<file path="src/rtl/otter_branch_pkg.sv">
// Shared constants and state encoding for the branch resolution block:
// opcodes, conditional-branch funct3 encodings and the resolver FSM states.
package otter_branch_pkg;

  localparam logic [6:0] OP_BRANCH = 7'b1100011;
  localparam logic [6:0] OP_JAL    = 7'b1101111;
  localparam logic [6:0] OP_JALR   = 7'b1100111;

  localparam logic [2:0] F3_BEQ  = 3'b000;
  localparam logic [2:0] F3_BNE  = 3'b001;
  localparam logic [2:0] F3_BLT  = 3'b100;
  localparam logic [2:0] F3_BGE  = 3'b101;
  localparam logic [2:0] F3_BLTU = 3'b110;
  localparam logic [2:0] F3_BGEU = 3'b111;

  typedef enum logic [1:0] {
    IDLE     = 2'd0,
    REDIRECT = 2'd1,
    FLUSH    = 2'd2
  } state_t;

endpackage

</file>
<file path="src/rtl/branch_target_calc.sv">
// Combinational taken/target resolution for conditional branches, JAL and JALR.
// Targets wrap modulo 2^32; misalign flags a taken target with bit 1 set.
module branch_target_calc
  import otter_branch_pkg::*;
(
  input  logic [6:0]  i_opcode,
  input  logic [2:0]  i_funct3,
  input  logic [31:0] i_pc,
  input  logic [31:0] i_immB,
  input  logic [31:0] i_immJ,
  input  logic [31:0] i_immI,
  input  logic [31:0] i_rs1,
  input  logic        i_eq,
  input  logic        i_lt,
  input  logic        i_ltu,
  output logic        o_taken,
  output logic [31:0] o_target,
  output logic        o_illegal,
  output logic        o_misalign
);

  // Decode the control-flow opcode into a taken decision and its target
  always_comb begin
    o_taken    = 1'b0;
    o_target   = 32'd0;
    o_illegal  = 1'b0;
    o_misalign = 1'b0;
    case (i_opcode)
      OP_BRANCH: begin
        o_target = i_pc + i_immB;
        case (i_funct3)
          F3_BEQ:  o_taken = i_eq;
          F3_BNE:  o_taken = ~i_eq;
          F3_BLT:  o_taken = i_lt;
          F3_BGE:  o_taken = ~i_lt;
          F3_BLTU: o_taken = i_ltu;
          F3_BGEU: o_taken = ~i_ltu;
          default: o_illegal = 1'b1;
        endcase
      end
      OP_JAL: begin
        o_taken  = 1'b1;
        o_target = i_pc + i_immJ;
      end
      OP_JALR: begin
        o_taken  = 1'b1;
        o_target = (i_rs1 + i_immI) & 32'hFFFF_FFFE;
      end
      default: begin
        o_taken = 1'b0;
      end
    endcase
    o_misalign = o_taken & o_target[1];
  end

endmodule

</file>
<file path="src/rtl/branch_resolve.sv">
// Branch resolution FSM: accepts one execute-stage instruction, issues a
// redirect handshake and holds flush. Optional counters under BRANCH_STATS_EN.
module branch_resolve
  import otter_branch_pkg::*;
#(
  parameter int FLUSH_CYCLES = 2
)
(
  input  logic        CLK,
  input  logic        RST_N,
  input  logic        exValid,
  output logic        exReady,
  input  logic [31:0] exPc,
  input  logic [6:0]  exOpcode,
  input  logic [2:0]  exFunct3,
  input  logic [31:0] exImmB,
  input  logic [31:0] exImmJ,
  input  logic [31:0] exImmI,
  input  logic [31:0] exRs1,
  input  logic        branchEqual,
  input  logic        branchLessThan,
  input  logic        branchLessThanUnsigned,
  output logic        redirectValid,
  output logic [31:0] redirectPc,
  input  logic        redirectReady,
  output logic        flush,
  output logic        illegalBranch,
  output logic        misalignTrap
`ifdef BRANCH_STATS_EN
  ,
  output logic [31:0] branchCount,
  output logic [31:0] takenCount
`endif
);

  localparam logic [2:0] FLUSH_INIT = 3'(FLUSH_CYCLES - 1);

  state_t      r_state;
  state_t      w_stateNext;
  logic [31:0] r_redirectPc;
  logic [31:0] w_redirectPcNext;
  logic [2:0]  r_flushCnt;
  logic [2:0]  w_flushCntNext;
  logic        r_exReady;
  logic        r_redirectValid;
  logic        r_flush;
  logic        r_illegal;
  logic        r_misalign;

  logic        w_accept;
  logic        w_taken;
  logic [31:0] w_target;
  logic        w_illegal;
  logic        w_misalign;

  assign w_accept = exValid & (r_state == IDLE);

  branch_target_calc u_calc (
    .i_opcode   (exOpcode),
    .i_funct3   (exFunct3),
    .i_pc       (exPc),
    .i_immB     (exImmB),
    .i_immJ     (exImmJ),
    .i_immI     (exImmI),
    .i_rs1      (exRs1),
    .i_eq       (branchEqual),
    .i_lt       (branchLessThan),
    .i_ltu      (branchLessThanUnsigned),
    .o_taken    (w_taken),
    .o_target   (w_target),
    .o_illegal  (w_illegal),
    .o_misalign (w_misalign)
  );

  // Next-state, redirect target and flush countdown
  always_comb begin
    w_stateNext      = r_state;
    w_redirectPcNext = r_redirectPc;
    w_flushCntNext   = r_flushCnt;
    case (r_state)
      IDLE: begin
        if (w_accept && w_taken && !w_misalign) begin
          w_stateNext      = REDIRECT;
          w_redirectPcNext = w_target;
        end else begin
          w_stateNext = IDLE;
        end
      end
      REDIRECT: begin
        if (redirectReady) begin
          if (FLUSH_CYCLES == 0) begin
            w_stateNext = IDLE;
          end else begin
            w_stateNext    = FLUSH;
            w_flushCntNext = FLUSH_INIT;
          end
        end else begin
          w_stateNext = REDIRECT;
        end
      end
      FLUSH: begin
        if (r_flushCnt == 3'd0) begin
          w_stateNext = IDLE;
        end else begin
          w_flushCntNext = r_flushCnt - 3'd1;
        end
      end
      default: begin
        w_stateNext = IDLE;
      end
    endcase
  end

  // State and registered outputs; status flags decode the upcoming state
  always_ff @(posedge CLK) begin
    if (!RST_N) begin
      r_state         <= IDLE;
      r_redirectPc    <= 32'd0;
      r_flushCnt      <= 3'd0;
      r_exReady       <= 1'b1;
      r_redirectValid <= 1'b0;
      r_flush         <= 1'b0;
      r_illegal       <= 1'b0;
      r_misalign      <= 1'b0;
    end else begin
      r_state         <= w_stateNext;
      r_redirectPc    <= w_redirectPcNext;
      r_flushCnt      <= w_flushCntNext;
      r_exReady       <= (w_stateNext == IDLE);
      r_redirectValid <= (w_stateNext == REDIRECT);
      r_flush         <= (w_stateNext == FLUSH);
      r_illegal       <= w_accept & w_illegal;
      r_misalign      <= w_accept & w_misalign;
    end
  end

  assign exReady       = r_exReady;
  assign redirectValid = r_redirectValid;
  assign redirectPc    = r_redirectPc;
  assign flush         = r_flush;
  assign illegalBranch = r_illegal;
  assign misalignTrap  = r_misalign;

`ifdef BRANCH_STATS_EN
  logic [31:0] r_branchCount;
  logic [31:0] r_takenCount;
  logic        w_isBranch;

  assign w_isBranch = (exOpcode == OP_BRANCH);

  // Saturating counters of accepted and redirecting conditional branches
  always_ff @(posedge CLK) begin
    if (!RST_N) begin
      r_branchCount <= 32'd0;
      r_takenCount  <= 32'd0;
    end else if (w_accept && w_isBranch) begin
      if (r_branchCount != 32'hFFFF_FFFF) begin
        r_branchCount <= r_branchCount + 32'd1;
      end
      if (w_taken && !w_misalign && (r_takenCount != 32'hFFFF_FFFF)) begin
        r_takenCount <= r_takenCount + 32'd1;
      end
    end
  end

  assign branchCount = r_branchCount;
  assign takenCount  = r_takenCount;
`endif

endmodule

</file>
<file path="config.mk">
export PLATFORM = sky130hd
export DESIGN_NAME = branch_resolve
export DESIGN_NICKNAME = d
export VERILOG_FILES = /design/src/rtl/otter_branch_pkg.sv /design/src/rtl/branch_target_calc.sv /design/src/rtl/branch_resolve.sv
export SDC_FILE = /design/constraint.sdc
export NUM_CORES = 1
export LEC_CHECK = 0
export BUFFER_PORTS_ARGS = -buffer_cell sky130_fd_sc_hd__buf_2
export CORE_UTILIZATION = 56
export CTS_BUF_LIST = sky130_fd_sc_hd__clkbuf_4 sky130_fd_sc_hd__clkbuf_8
export DETAILED_ROUTE_END_ITERATION = 10
export PLACE_DENSITY = 0.92
export SETUP_SLACK_MARGIN = 0.3
export SKIP_LAST_GASP = 1
export SLEW_MARGIN = 40
export SYNTH_ARGS = -nofsm -noshare
export SYNTH_HDL_FRONTEND = slang
export SYNTH_HIERARCHICAL = 1
export SYNTH_SLANG_ARGS = --single-unit
</file>
<file path="constraint.sdc">
create_clock -name CLK -period 12.8 [get_ports CLK]
set_input_delay 1.92 -clock CLK [delete_from_list [all_inputs] [get_ports CLK]]
set_output_delay 1.92 -clock CLK [all_outputs]
set_load 0.1 [all_outputs]
</file>
==> out/qor.yml, run 1 <==
outcome: "finished clean"
fin_crit_sh: 0.477
die_h_um: 104
worst-path-buf-inv: 2
viasPerCell: 5.90
dr_total_vias: 6250
drv_slew: 0
fin_nets: 1174
critical_path_class: "input port to flip-flop"
grt_max_degree: 76
synth_ff_type: "dfxtp_1"
worst-path-max-fanout: 32
rsz0062_at_grt: "no"
firstDrtPassIters: 5
coreArea_sq_mm: 0.00986
holdBufCountCts: 0
wl_um: 16900
wl_per_cell_um: 15.9
clock-root-buffer: "clkbuf_8"
clock_power_share: 0.228
clk-insertion-delay-late_ps: 300
antenna_found_initial: 0
max_freq_mhz: 164
timing.rr.start: "r_state[1]$_SDFF_PN0_"
grt_use_total: 0.311
die_area_sq_mm: 0.0107
cts_setup_buffers: 0
rows: 36
cp-start-kind: "input port"
final_cell_mix: "buf_2 (213), nand2_1 (103), ha_1 (70)"
hp-start: "redirectPc[23]$_SDFFE_PN0P_"
cts_tree: "built"
yosysSeqAreaShare: 0.146
hp-class: "flip-flop to flip-flop"
syn_area_per_cell_sq_um: 7.89
h-tree-depth: 2
grt_pass1_vias: 6047
ff2ff_path_depth: 3
nFillCells: 832
combPwrFrac: 0.493
p_leak_nw: 3.24
setup_tns_ps: 0
yosysWarnings: 6
first_iter_violations: 575
vdd_drop_max_uv: 48.8
crit_path_start: "exOpcode[5]"
final_common_cell: "buf_2"
async_reset_ff_frac: 0
cts_made_buffers: 5
clockBufferDepth: 2
period_minus_slack_ps: 6110
end_kind: "flip-flop"
slowest_delay_ps: 530
pwr_density_cell_mw_per_mm2: 66.7
p_int_uw: 295
ant_nets: 0
dpl_worst_slack_ps: 6180
n_antenna_cell: 0
place_hpwl_um: 13700
area_growth_pct: 21.5
tightest_slew_ps: 672
setup_slack_ps: 6690
whs_endpoint: "redirectPc[23]$_SDFFE_PN0P_"
drive_gt1_frac: 0.300
synthDistinctLibCells: 66
power.net_switching_uw: 173
drcViolationCount: 0
drv_cap: 0
r2r_end: "redirectPc[7]$_SDFFE_PN0P_"
place_congestion: 0.964
synth_area_sq_mm: 0.00578
seq_power_share: 0.279
crit_chain: "buf_2 > nand3_1 > nor3b_2 > nand3_4 > mux2_2 > ha_1 > inv_1 > fa_1 > nor2b_1 > o31a_1 > o32ai_2 > o41ai_1 > a21oi_2 > o21ai_1 > a31oi_1 > xnor2_1 > a22o_1 > nand2_1 > mux2i_1"
overflow: 0
path_clk_slew_ps: 80
hold_depth: 2
hold_viol_final: 0
switching_share: 0.370
setup_violations: 0
cp_slowest_cell: "o41ai_1"
cp_top_family: "compound AO/OA/AOI/OAI gates"
finClkSkew_ps: 3.17
io_buffers: 213
start_util: 0.586
syn_nets: 981
cts_sinks: 42
reg2reg_slack_ps: 11190
synth-edff-count: 0
synthesis.instances: 732
top_level_ports: 214
synth_seq_cells: 42
relSlewSlack: 0.552
cts_resized: 0
die_x_um: 104
worstPathRequired_ps: 12970
grt_pass1_wl_um: 27800
critPathArrivalTime_ps: 6290
==> sequential cells by signal, summed over array words and instances (netlist names) <==
signal	count
redirectValid	1
r_state	2
misalignTrap	1
illegalBranch	1
exReady	1
redirectPc	32
flush	1
r_flushCnt	3
==> cell type report <==
cell class,instances,area [sq um],area share
clock inverters,1,30.0,0.00428
well taps,133,166,0.0237
repair buffers,217,1100,0.156
multi-input cells,641,4730,0.675
flip-flops and latches,42,841,0.120
clock buffers,7,83.8,0.0119
inverters,18,67.6,0.00963
==> cell usage after synthesis, types with 22 or more instances <==
cell | n | area, sq um
a21o_1 | 25 | 188
a21oi_1 | 55 | 275
clkbuf_1 | 22 | 82.6
dfxtp_1 | 42 | 841
ha_1 | 70 | 876
mux2_2 | 32 | 360
mux2i_1 | 37 | 370
nand2_1 | 103 | 387
nor2_1 | 34 | 128
o21ai_0 | 36 | 180
o22ai_1 | 26 | 163
xnor2_1 | 23 | 201
xor2_1 | 35 | 307
==> worst min-delay path: stages (launching register included) <==
cell and delay, ps:
dfxtp_1 310, nand2_1 50, mux2i_1 50
==> power by group through the flow <==
stage               logic (mW)  registers, mW  clock network [mW]
global placement         0.220          0.134                   0
global route             0.253          0.131               0.113
floorplan                0.157          0.134                   0
detailed placement       0.224          0.134                   0
CTS                      0.225          0.131               0.108
finish                   0.231          0.131               0.107
==> logic make-up after synthesis <==
| group | Yosys count | share of synthesized area |
|---|---|---|
| simple gates | 223 | 0.188 |
| fa+ha+maj | 72 | 0.159 |
| compound gates | 219 | 0.256 |
| buf+inv | 49 | 0.0372 |
| flops | 42 | 0.146 |
| xor+xnor | 58 | 0.0879 |
| mux | 69 | 0.126 |
==> worst max-delay path by stage <==
stage                                              to  slack [ps]  cells past startpoint
after floorplan           redirectPc[26]$_SDFFE_PN0P_        7280                     19
after global routing      redirectPc[26]$_SDFFE_PN0P_        6430                     19
final                     redirectPc[26]$_SDFFE_PN0P_        6690                     19
after CTS                 redirectPc[26]$_SDFFE_PN0P_        6450                     19
after global placement    redirectPc[26]$_SDFFE_PN0P_        6390                     19
after detailed placement  redirectPc[26]$_SDFFE_PN0P_        6180                     19
==> through the flow <==
| stage | utilization | power (mW) | hold WS (ps) | cells | instance area [sq um] |
|---|---|---|---|---|---|
| 6_report | 0.712 | 0.468 | 453 | 1059 | 7020 |
| 5_1_grt | 0.712 | 0.496 | 467 | 1059 | 7020 |
| 4_1_cts | 0.711 | 0.464 | 456 | 1059 | 7010 |
| 3_5_place_dp | 0.699 | 0.357 | 443 | 1051 | 6900 |
| 3_3_place_gp | 0.699 | 0.353 | 440 | 1051 | 6900 |
| 2_1_floorplan | - | 0.292 | 453 | 732 | 5780 |
==> layer usage <==
metal,GRT usage,routed length [um],part of all wire
met5,0,0,0
met4,0.106,400,0.024
met3,0.0503,1620,0.096
met2,0.512,7640,0.45
met1,0.412,7200,0.43
Power figures use the tool's default switching activity.
==> inputs of run 2 (changes only) <==
--- a/config.mk
+++ b/config.mk
@@ -6,10 +6,10 @@
 export NUM_CORES = 1
 export LEC_CHECK = 0
 export BUFFER_PORTS_ARGS = -buffer_cell sky130_fd_sc_hd__buf_2
-export CORE_UTILIZATION = 56
+export CORE_UTILIZATION = 47
 export CTS_BUF_LIST = sky130_fd_sc_hd__clkbuf_4 sky130_fd_sc_hd__clkbuf_8
 export DETAILED_ROUTE_END_ITERATION = 10
-export PLACE_DENSITY = 0.92
+export PLACE_DENSITY = 0.83
 export SETUP_SLACK_MARGIN = 0.3
 export SKIP_LAST_GASP = 1
 export SLEW_MARGIN = 40
==> constraint.sdc (replaced) <==
create_clock -name CLK -period 5 [get_ports CLK]
set_input_delay 0.75 -clock CLK [delete_from_list [all_inputs] [get_ports CLK]]
set_output_delay 0.75 -clock CLK [all_outputs]
set_load 0.1 [all_outputs]
==> out/qor.yml, run 2 (synthesis gave the netlist of run 1 again) <==
r2r_end: "r_flushCnt[1]$_SDFFE_PN0P_"
drv_cap: 0  # unchanged
wl_per_cell_um: 15.9  # -0.17%
overflow: 0  # unchanged
hp-start: "redirectPc[2]$_SDFFE_PN0P_"
drcViolationCount: 0  # unchanged
setup_tns_ps: 0  # unchanged
die_area_sq_mm: 0.0127  # +19%
cts_tree: "built"
grt_use_total: 0.259  # -0.0520
whs_endpoint: "redirectPc[2]$_SDFFE_PN0P_"
final_cell_mix: "buf_2 (213), nand2_1 (103), ha_1 (70)"
n_antenna_cell: 0  # unchanged
die_x_um: 113  # +9.0%
die_h_um: 113  # +9.0%
grt_pass1_vias: 5574  # -7.8%
tightest_slew_ps: 686  # +14.3 ps
io_buffers: 213  # unchanged
period_minus_slack_ps: 4260
setup_violations: 0  # unchanged
relSlewSlack: 0.543  # -0.00954
finClkSkew_ps: 4.18  # +1.00 ps
place_area_sq_mm: 0.00695  # +0.69%
pwr_density_cell_mw_per_mm2: 161  # +140%
firstDrtPassIters: 5  # unchanged
power_mw: 1.13  # +140%
place_hpwl_um: 14100  # +3.0%
cts_resized: 0  # unchanged
cts_sinks: 42  # unchanged
critical_path_class: "input port to flip-flop"
final_core_util: 0.585  # -0.127
reg2reg_slack_ps: 3670  # -7520 ps
timing.rr.start: "r_flushCnt[0]$_SDFFE_PN0P_"
cp-start-kind: "input port"
vdd_drop_max_uv: 94.6  # +94%
fin_crit_sh: 0.851
viasPerCell: 5.78  # -2.1%
first_iter_violations: 586  # +1.9%
antenna_found_initial: 1  # +1
ant_nets: 0  # unchanged
fin_nets: 1178  # +0.34%
hold_viol_final: 0  # unchanged
cts_made_buffers: 5  # unchanged
hold_depth: 2  # unchanged
grt_pass1_wl_um: 26900  # -3.3%
clockBufferDepth: 2  # unchanged
rows: 40  # +11%
dr_total_vias: 6215  # -0.56%
place_congestion: 0.916  # -5.0%
start_util: 0.481  # -0.105
cts_setup_buffers: 0  # unchanged
end_kind: "flip-flop"
area_growth_pct: 21.6  # about the same
finalInstanceArea_sq_mm: 0.00702  # about the same
path_clk_slew_ps: 80  # about the same
drv_slew: 0  # unchanged
top_level_ports: 214  # unchanged
outcome: "finished clean"
hp-class: "flip-flop to flip-flop"
ff2ff_path_depth: 5  # +2
worst-path-max-fanout: 3  # -91%
wl_um: 17100  # +1.4%
clock-root-buffer: "clkbuf_8"
holdBufCountCts: 0  # unchanged
coreArea_sq_mm: 0.0120  # +22%
drive_gt1_frac: 0.302  # +0.00226
clk-insertion-delay-late_ps: 290  # about the same
final_common_cell: "buf_2"
critPathArrivalTime_ps: 4440  # -1850 ps
grt_max_degree: 76  # unchanged
rsz0062_at_grt: "no"
h-tree-depth: 2  # unchanged
worstPathRequired_ps: 5180  # -7790 ps
p_leak_nw: 3.24  # +0.10%
largest_reg_flops: 32  # unchanged
max_freq_mhz: 235
run 2: changes by cell type in the layout (fill, tap and decap cells not counted):
cell       before  now
nand3_2         0    1
bufinv_16       1    0
clkbuf_4        2    0
buf_4           4    8
nand3_4         1    0
clkinv_2        0    2
run 2: metrics by stage:
| step | worst slack [ps] | hold WS [ps] | instances |
|---|---|---|---|
| floorplan | 655 | 453 | 732 |
| global placement | 616 | 440 | 1069 |
| detailed placement | 457 | 447 | 1069 |
| CTS | 768 | 458 | 1076 |
| global route | 461 | 472 | 1076 |
| finish | 744 | 457 | 1076 |
run 2: worst max-delay path by stage:
stage / startpoint / endpoint / slack [ps] / cells past startpoint
5_1_grt: exOpcode[5] / redirectPc[26]$_SDFFE_PN0P_ / 460 / 19
4_1_cts: exOpcode[5] / redirectPc[26]$_SDFFE_PN0P_ / 770 / 19
6_report: exOpcode[5] / redirectPc[26]$_SDFFE_PN0P_ / 740 / 19
2_1_floorplan: exOpcode[5] / redirectPc[26]$_SDFFE_PN0P_ / 650 / 19
3_3_place_gp: exOpcode[5] / redirectPc[26]$_SDFFE_PN0P_ / 620 / 19
3_5_place_dp: exOpcode[5] / redirectPc[26]$_SDFFE_PN0P_ / 460 / 19
run 2: layout make-up:
type	instances	area, sq um
clock buffer	5	68.8
clock inverter	2	10.0
fill	1139	4990
inverter	18	67.6
multi-input combinational	641	4730
sequential	42	841
tap	147	184
timing repair buffer	221	1130
run 2: metal layers:
| layer | track usage | wire, um |
|---|---|---|
| met3 | 0.0364 | 1460 |
| met1 | 0.357 | 7600 |
| met2 | 0.423 | 7710 |
| met5 | 0 | 13 |
| met4 | 0.0719 | 316 |
run 2: critical path, stage by stage:
cell and delay, ps:
buf_2 90, nand3_1 80, nor3b_2 260, nand3_2 160, mux2_2 260, ha_1 200, inv_1 80, fa_1 430
nor2b_1 180, o31a_1 200, o32ai_2 130, o41ai_1 480, a21oi_2 150, o21ai_1 310, a31oi_1 150, xnor2_1 150
a22o_1 240, nand2_1 50, mux2i_1 70
run 2: where the power goes:
group / total [mW] / switching [mW] / internal, mW / leakage (nW)
registers: 0.335 / 0.000175 / 0.334 / 0.338
logic: 0.588 / 0.327 / 0.261 / 2.86
clock network: 0.208 / 0.115 / 0.0938 / 0.0438
